**src/rtl/pwm_ramp_sequencer.sv**
```systemverilog
// pwm_ramp_sequencer: walks the duty cycle fed to pwm_generator toward a
// requested target in bounded steps. Duty changes are applied only on the
// edge leaving the last phase of a PWM period, so the PWM output never glitches.
// Optional build macro PWM_SEQ_FAULT_EN adds i_fault/i_fault_clear and a
// FAULT state that forces the duty to zero until the fault is cleared.
module pwm_ramp_sequencer #(
  parameter int WIDTH     = 8,
  parameter int RAMP_DIV  = 4,
  parameter int INIT_DUTY = 0
) (
  input  logic             clk_fpga,
  input  logic             reset,
  input  logic             i_target_valid,
  input  logic [WIDTH-1:0] i_target_duty,
  input  logic [WIDTH-1:0] i_step,
`ifdef PWM_SEQ_FAULT_EN
  input  logic             i_fault,
  input  logic             i_fault_clear,
`endif
  output logic             o_target_ready,
  output logic [WIDTH-1:0] o_duty_cycle,
  output logic             o_period_start,
  output logic             o_busy,
  output logic             o_done
);

  localparam int               DIV_W      = (RAMP_DIV > 1) ? $clog2(RAMP_DIV) : 1;
  localparam logic [DIV_W-1:0] DIV_LAST   = DIV_W'(RAMP_DIV - 1);
  localparam logic [WIDTH-1:0] PHASE_LAST = '1;
  localparam logic [WIDTH-1:0] INIT_VAL   = WIDTH'(INIT_DUTY);

  typedef enum logic [1:0] {
    S_IDLE  = 2'd0,
    S_RAMP  = 2'd1
`ifdef PWM_SEQ_FAULT_EN
    ,
    S_FAULT = 2'd2
`endif
  } state_t;

  state_t           state_q, state_d;
  logic [WIDTH-1:0] phase;
  logic [WIDTH-1:0] duty_q, duty_d;
  logic [WIDTH-1:0] target_q, target_d;
  logic [WIDTH-1:0] step_q, step_d;
  logic [DIV_W-1:0] div_q, div_d;
  logic             done_q, done_d;

  logic             boundary;
  logic             going_up;
  logic [WIDTH:0]   diff;
  logic [WIDTH:0]   step_size;
  logic [WIDTH:0]   duty_stepped;

  assign boundary       = (phase == PHASE_LAST);
  assign o_period_start = (phase == '0);
  assign o_duty_cycle   = duty_q;
  assign o_done         = done_q;

  // Free-running phase counter, reset together with pwm_generator so both stay aligned
  always_ff @(posedge clk_fpga) begin
    if (reset) phase <= '0;
    else       phase <= phase + 1'b1;
  end

  // Next ramp value, clamped so it lands exactly on the target and never wraps
  always_comb begin
    going_up     = (target_q > duty_q);
    diff         = going_up ? ({1'b0, target_q} - {1'b0, duty_q})
                            : ({1'b0, duty_q} - {1'b0, target_q});
    step_size    = ((step_q == '0) || ({1'b0, step_q} >= diff)) ? diff : {1'b0, step_q};
    duty_stepped = going_up ? ({1'b0, duty_q} + step_size)
                            : ({1'b0, duty_q} - step_size);
  end

  // Sequencer state register
  always_ff @(posedge clk_fpga) begin
    if (reset) begin
      state_q  <= S_IDLE;
      duty_q   <= INIT_VAL;
      target_q <= INIT_VAL;
      step_q   <= '0;
      div_q    <= '0;
      done_q   <= 1'b0;
    end else begin
      state_q  <= state_d;
      duty_q   <= duty_d;
      target_q <= target_d;
      step_q   <= step_d;
      div_q    <= div_d;
      done_q   <= done_d;
    end
  end

  // Next-state, handshake and status logic
  always_comb begin
    state_d        = state_q;
    duty_d         = duty_q;
    target_d       = target_q;
    step_d         = step_q;
    div_d          = div_q;
    done_d         = 1'b0;
    o_target_ready = 1'b0;
    o_busy         = 1'b0;

    case (state_q)
      S_IDLE: begin
        o_target_ready = 1'b1;
        if (i_target_valid) begin
          target_d = i_target_duty;
          step_d   = i_step;
          if (i_target_duty == duty_q) begin
            done_d = 1'b1;
          end else begin
            state_d = S_RAMP;
            div_d   = '0;
          end
        end
      end
      S_RAMP: begin
        o_busy = 1'b1;
        if (boundary) begin
          if (div_q == DIV_LAST) begin
            div_d  = '0;
            duty_d = duty_stepped[WIDTH-1:0];
            if (duty_stepped == {1'b0, target_q}) begin
              state_d = S_IDLE;
              done_d  = 1'b1;
            end
          end else begin
            div_d = div_q + 1'b1;
          end
        end
      end
`ifdef PWM_SEQ_FAULT_EN
      S_FAULT: begin
        duty_d = '0;
        if (i_fault_clear) state_d = S_IDLE;
      end
`endif
      default: state_d = S_IDLE;
    endcase

`ifdef PWM_SEQ_FAULT_EN
    if (i_fault) begin
      state_d        = S_FAULT;
      duty_d         = '0;
      done_d         = 1'b0;
      o_target_ready = 1'b0;
    end
`endif
  end

endmodule

```
**config.mk**
```make
export PLATFORM = sky130hd
export DESIGN_NAME = pwm_ramp_sequencer
export DESIGN_NICKNAME = d
export VERILOG_FILES = /design/src/rtl/pwm_ramp_sequencer.sv
export SDC_FILE = /design/constraint.sdc
export NUM_CORES = 1
export LEC_CHECK = 0
export BUFFER_PORTS_ARGS = -buffer_cell sky130_fd_sc_hd__buf_4
export CAP_MARGIN = 20
export CORE_MARGIN = 4
export CORE_UTILIZATION = 45
export DETAILED_ROUTE_END_ITERATION = 10
export SKIP_CTS_REPAIR_TIMING = 1
export SLEW_MARGIN = 20
export SYNTH_ARGS = -nofsm -noshare
export SYNTH_HDL_FRONTEND = slang
export SYNTH_SLANG_ARGS = --single-unit
```
**constraint.sdc**
```tcl
create_clock -name clk_fpga -period 18.01 [get_ports clk_fpga]
set_input_delay 0.9005 -clock clk_fpga [delete_from_list [all_inputs] [get_ports clk_fpga]]
set_output_delay 0.9005 -clock clk_fpga [all_outputs]
set_load 0.05 [all_outputs]
```
==> run summary, run 1 <==
Final Hold Viols - 0
Synthesis Warnings - 0
Most frequent cells in the layout - nand2_1 (65), a21oi_1 (45), dfxtp_1 (36)
Most used flip-flop cell after synthesis - dfxtp_1
Starting Density - 46.1%
RD Place Congestion - 0.910
Final min period - 7.38 ns
Largest family of logic cells by synthesized area - compound AO/OA/AOI/OAI gates
Initial antenna violation count - 0
Synthesized netlist cell count - 439
H-tree levels - 2
Final Max Tran Viols - 0
I/O Pins - 31
Vias in the first global route - 2,939
Finish-stage setup viols - 0
Fin crit share - 41.0%
Core area - 7210 µm²
Clock buffer count from CTS - 5
Async SR Flop Fraction - 0%
Total GRT Usage - 20.8%
# rows - 31
Fmax - 136 MHz
Via density - 5.46
CTS tree - yes
Max Cap Viol - 0
First-pass GRT wire length - 14.8 mm
Post-synthesis xor/xnor area fraction - 11.6%
Unrepaired setup endpoints after global routing - false
Slew HR - 57.2%
Setup TNS - 0 ns
Fraction of the mapped netlist area in compound gates - 22.8%
Clock Sinks - 36
Maximum net fanout on the critical path - 15
DRC violations left - 0
Die area - 8830 µm²
Adder-cell share of the synthesized area - 14.2%
Port buffer count - 30
Clock skew - 0.00945 ns
Largest net degree at the start of global routing - 37
Post-DP HPWL - 6.89 mm
Leak - 1.57 nW
DR iter-0 viols - 159
Hold path start - phase[0]
CP required - 18.19 ns
Layout area overhead - 11.5%
Fillers - 766
Final core occ - 51.4%
Net count, final - 517
Commonest non-fill, non-tap cell in the layout - nand2_1
Crit Path Category - flop to flop
Worst-margin pin slew - 0.641 ns
Multiplexer area fraction after synthesis - 1.81%
1st-pass router iterations - 5
DR vias - 3,069
Post-Syn Area - 3330 µm²
EDFF count, synth - 0
Die boundary width - 94.0 µm
Clock latency on the worst-skew pair - 0.29 ns
Worst setup EP type - flop
Post-DP Area - 3610 µm²
Register area share after synthesis - 21.7%
Worst min-delay path category - flop to flop
Final cell count without fillers - 562
Status - finished clean
Maximum clock insertion buffer count - 2
GR Overflow Total - 0
Post-route cell area - 3710 µm²
Antenna viol nets, final - 0
Cell variety after synth - 58
Arr. time, crit path - 7.56 ns
Final WL - 8.73 mm
VDD IR max - 43.0 µV
Syn nets - 494
Inserted Diodes - 0
Placed cells - 554
CTS root buffer - clkbuf_8
Wirelength per Cell - 15.5 µm
Seq cells post-synth - 36
Reg clk slew, reported paths - 0.08 ns
Mean area per synthesized cell - 7.58 µm²
Hold_ws - 0.476 ns
Reg2reg start - o_duty_cycle[1]
Die Ht - 94.0 µm
Worst Setup SP - o_duty_cycle[1]
Startpoint Class - flop
Power Density - 94.3 nW/µm²
Simple-gate portion of the synthesized area - 22.4%
Layout cells sized above 1 - 9.94%
final cells by class:
cell class / count / area, µm² / share of cell area, %
Multi-Input combinational cell: 357 / 2420 / 65.3
Sequential cell: 36 / 721 / 19.4
Timing Repair Buffer: 31 / 233 / 6.28
Tap cell: 99 / 124 / 3.34
Inverter: 31 / 116 / 3.14
Clock buffer: 7 / 86.3 / 2.33
Clock inverter: 1 / 7.51 / 0.202
path summary, 6_finish.rpt:
check / end / slack, ns / cells past startpoint
setup / recovery: state_q[0] / 10.63 / 25
hold / removal: phase[0] / 0.48 / 1
setup reg to reg: state_q[0] / 10.63 / 25
hold reg to reg: phase[0] / 0.48 / 1
where the power goes:
part	internal, mW	switching, mW
sequential	0.0826	0.00424
combinational	0.0822	0.119
clock	0.0312	0.0309
worst max-delay path, stage by stage (launching register included):
cell,delay [ns]
dfxtp_1,0.61
inv_1,0.18
ha_1,0.39
nand2_1,0.13
nor3_1,0.38
nor2_1,0.16
a31oi_4,0.46
mux2i_1,0.40
ha_1,0.30
a21o_1,0.20
nor2b_1,0.14
a211o_1,0.32
o211a_1,0.16
o41a_1,0.61
mux2i_1,0.39
inv_1,0.08
ha_1,0.27
nor2b_1,0.12
o21ai_0,0.27
a21oi_1,0.18
o41ai_1,0.33
xnor2_1,0.21
xnor2_1,0.10
nor3_1,0.38
o311ai_0,0.27
and3_1,0.23
Yosys cell counts, types with 3 or more instances:
| library cell | n | area (µm²) |
|---|---|---|
| dfxtp_1 | 36 | 721 |
| and2_1 | 3 | 18.8 |
| xnor2_1 | 30 | 263 |
| nor4_1 | 6 | 37.5 |
| clkbuf_1 | 10 | 37.5 |
| a211oi_1 | 6 | 45.0 |
| mux2i_1 | 6 | 60.1 |
| nor2b_1 | 6 | 37.5 |
| nand4_1 | 4 | 25.0 |
| o21ai_0 | 15 | 75.1 |
| fa_1 | 3 | 60.1 |
| ha_1 | 33 | 413 |
| inv_1 | 31 | 116 |
| nand3_1 | 6 | 30.0 |
| xor2_1 | 14 | 123 |
| a22oi_1 | 4 | 30.0 |
| nand2b_1 | 5 | 31.3 |
| nor3_1 | 8 | 40.0 |
| a31oi_1 | 3 | 18.8 |
| nand2_1 | 65 | 244 |
| o21ai_1 | 5 | 25.0 |
| a21o_1 | 13 | 97.6 |
| nor2_1 | 35 | 131 |
| a21oi_1 | 45 | 225 |
| buf_4 | 3 | 22.5 |
| nand3b_1 | 3 | 22.5 |
routing by layer:
metal	vias to the layer above	wire (µm)	global-route usage [%]	share of wire, %
met5	-	0	0	0
met4	0	38	3.25	0.44
li1	1574	-	-	-
met3	2	324	2.64	3.7
met2	64	4050	33.1	46
met1	1429	4320	30.4	49
cell families after synthesis:
group           Yosys count
compound gates          116
xor+xnor                 44
fa+ha+maj                36
buf+inv                  46
flops                    36
mux                       6
simple gates            155
metrics by stage:
step           total power [mW]  setup WS, ns
3_3_place_gp              0.287         10.82
2_1_floorplan             0.245         11.51
6_report                  0.350         10.63
5_1_grt                   0.378         10.01
3_5_place_dp              0.287         10.71
4_1_cts                   0.350         10.65
registers in the layout, indices dropped and copies added (netlist names):
signal	cells
div_q	2
o_done	1
o_duty_cycle	8
phase	8
state_q	1
step_q	8
target_q	8
Power figures use the tool's default switching activity.
==> run 2: changes to the inputs <==
--- a/config.mk
+++ b/config.mk
@@ -10,6 +10,7 @@
 export CORE_MARGIN = 4
 export CORE_UTILIZATION = 45
 export DETAILED_ROUTE_END_ITERATION = 10
+export PLACE_DENSITY = 0.66
 export SKIP_CTS_REPAIR_TIMING = 1
 export SLEW_MARGIN = 20
 export SYNTH_ARGS = -nofsm -noshare
==> constraint.sdc (replaced) <==
create_clock -name clk_fpga -period 6.65 [get_ports clk_fpga]
set_input_delay 0.3325 -clock clk_fpga [delete_from_list [all_inputs] [get_ports clk_fpga]]
set_output_delay 0.3325 -clock clk_fpga [all_outputs]
set_load 0.05 [all_outputs]
==> run 2 against run 1 <==
Effect of this change: power grew to 2.8 times the previous value; clock skew increased by 0.00062 ns; count of clock-buffer cells in the layout is 1 lower; routed wire length increased by 8.2%; critical path type unchanged; worst setup slack lost 10 ns; maximum frequency grew 17%; hold slack got worse by 0.19 ns; register-to-register slack worse by 10 ns; first-iteration DRC count increased by 19%; global-route usage rose by 1.3 points; non-clock buffer count is 22 higher.
==> run summary, run 2 (same netlist as run 1, synthesis figures left out) <==
Antenna viol nets, final - 0 (unchanged)
1st-pass router iterations - 5 (unchanged)
Hold path start - i_step[7] (was phase[0])
Clock skew - 0.0101 ns (was 0.00945 ns)
Met2 routed WL - 4.50 mm (was 4.05 mm)
Startpoint Class - flop (unchanged)
Slew HR - 60.7% (was 57.2%)
Max Cap Viol - 0 (unchanged)
Pre-CTS WS - 0.221 ns (was 10.71 ns)
Comb pwr share - 58.9% (was 57.4%)
Internal Power - 561 µW (was 196 µW)
Vias in the first global route - 3,126 (was 2,939)
# rows - 31 (unchanged)
Setup ws final - 0.332 ns (was 10.63 ns)
Reg power frac - 23.8% (was 24.8%)
Maximum clock insertion buffer count - 2 (unchanged)
Final cell count without fillers - 584 (was 562)
Final WL - 9.45 mm (was 8.73 mm)
Starting Density - 46.1% (unchanged)
Worst-margin pin slew - 0.588 ns (was 0.641 ns)
Met3 wire length - 485 µm (was 324 µm)
Die boundary width - 94.0 µm (unchanged)
I/O Pins - 31 (unchanged)
Maximum net fanout on the critical path - 7 (was 15)
Net count, final - 539 (was 517)
GR Overflow Total - 0 (unchanged)
Clock power frac - 17.3% (was 17.7%)
Reg2reg path depth - 24 (was 25)
Fin crit share - 95.0% (was 41.0%)
Final Max Tran Viols - 0 (unchanged)
Clock buffer count from CTS - 5 (unchanged)
CP required - 6.84 ns (was 18.19 ns)
Hold Path End - step_q[7] (was phase[0])
Final Hold Viols - 0 (unchanged)
DR iter-0 viols - 190 (was 159)
Status - finished clean (unchanged)
Metal1 wirelength - 4.31 mm (was 4.32 mm)
Layout area overhead - 16.9% (was 11.5%)
Reg-to-Reg End - state_q[0] (unchanged)
Reg clk slew, reported paths - 0.08 ns (about the same)
NetSw - 433 µW (was 154 µW)
Power Density - 256 nW/µm² (was 94.3 nW/µm²)
Largest net degree at the start of global routing - 37 (unchanged)
Worst setup EP type - flop (unchanged)
Layout cells sized above 1 - 14.6% (was 9.94%)
Placed cells - 575 (was 554)
Inserted Diodes - 0 (unchanged)
Finish-stage setup viols - 0 (unchanged)
Via density - 5.61 (was 5.46)
Worst Hold Path Cells - 3 (was 1)
Die Ht - 94.0 µm (unchanged)
Final min period - 6.32 ns (was 7.38 ns)
Crit Path Category - flop to flop (unchanged)
Worst min-delay path category - input port to flop (was flop to flop)
DR vias - 3,276 (was 3,069)
RD Place Congestion - 0.986 (was 0.910)
Clock latency on the worst-skew pair - 0.30 ns (was 0.29 ns)
Clock Sinks - 36 (unchanged)
Net Sw Frac - 43.5% (was 44.0%)
Fmax - 158 MHz (was 136 MHz)
Wirelength per Cell - 16.2 µm (was 15.5 µm)
CTS tree - yes (unchanged)
Most frequent cells in the layout - nand2_1 (65), buf_4 (53), a21oi_1 (45) (was nand2_1 (65), a21oi_1 (45), dfxtp_1 (36))
Worst reg2reg setup slack - 0.33 ns (was 10.63 ns)
Core area - 7210 µm² (unchanged)
Total GRT Usage - 22.1% (was 20.8%)
Highest metal used - met4 (unchanged)
H-tree levels - 2 (unchanged)
Leak - 1.70 nW (was 1.57 nW)
Initial antenna violation count - 0 (unchanged)
First-pass GRT wire length - 15.5 mm (was 14.8 mm)
Reg2reg start - target_q[6] (was o_duty_cycle[1])
Commonest non-fill, non-tap cell in the layout - nand2_1 (unchanged)
CTS root buffer - clkbuf_8 (unchanged)
Hold_ws - 0.282 ns (was 0.476 ns)
Port buffer count - 30 (unchanged)
VDD IR max - 150 µV (was 43.0 µV)
Post-DP HPWL - 7.59 mm (was 6.89 mm)
Worst Setup SP - target_q[6] (was o_duty_cycle[1])
Arr. time, crit path - 6.50 ns (was 7.56 ns)
Die area - 8830 µm² (unchanged)
DRC violations left - 0 (unchanged)
-- run 2: changes by cell type in the layout (fill, tap and decap cells not counted), sizes merged --
cell	delta
buf	+22
clkbuf	-1
clkinv	+1
clkinvlp	-1
inv	+1
-- run 2: worst max-delay path, cell delays in order (launching register included) --
cell	delay [ns]
dfxtp_1	0.46
ha_1	0.33
a21o_1	0.24
a21oi_1	0.30
nor2_1	0.15
a31o_2	0.31
mux2i_1	0.19
xor2_1	0.28
ha_1	0.31
a21o_1	0.17
a21o_1	0.18
a211o_1	0.30
o41a_1	0.51
nand2_1	0.10
o21ai_1	0.09
ha_1	0.22
fa_1	0.49
xnor2_1	0.15
a2111oi_1	0.30
nand3_1	0.12
a31oi_1	0.16
nand4_1	0.13
nor3_2	0.27
o311ai_0	0.22
and3_1	0.21
-- run 2: routing by layer --
layer / global-route usage (%) / vias to the layer above
li1: - / 1619
met4: 5.78 / 0
met3: 3.04 / 13
met5: 0 / -
met1: 29.1 / 1545
met2: 37.8 / 99
-- run 2: final cells by class --
class                      count  area, µm²
fill                         738       3320
multi-input combinational    357       2430
sequential                    36        721
timing repair buffer          53        398
tap                           99        124
inverter                      31        116
clock buffer                   6       82.6
clock inverter                 2       13.8
-- run 2: how the worst max path moves through the flow --
stage / slack, ns / endpoint
after CTS: 0.18 / state_q[0]
final: 0.33 / state_q[0]
after detailed placement: 0.22 / state_q[0]
after floorplan: 0.15 / state_q[0]
after global placement: 0.39 / o_done
after global routing: -0.02 / state_q[0]
-- run 2: through the flow --
step | TNS, ns | power (mW) | instance area, µm² | util, %
floorplan | 0 | 0.663 | 3330 | -
CTS | 0 | 0.977 | 3870 | 53.6
detailed placement | 0 | 0.803 | 3770 | 52.3
global placement | 0 | 0.799 | 3770 | 52.3
global route | -0.0206 | 1.06 | 3890 | 53.9
finish | 0 | 0.994 | 3890 | 53.9
-- run 2: power groups by stage --
stage | clock [mW] | combinational (mW) | sequential [mW]
after floorplan | 0 | 0.424 | 0.239
after global placement | 0 | 0.558 | 0.241
after detailed placement | 0 | 0.563 | 0.241
after CTS | 0.175 | 0.567 | 0.236
after global routing | 0.183 | 0.641 | 0.238
final | 0.172 | 0.586 | 0.236
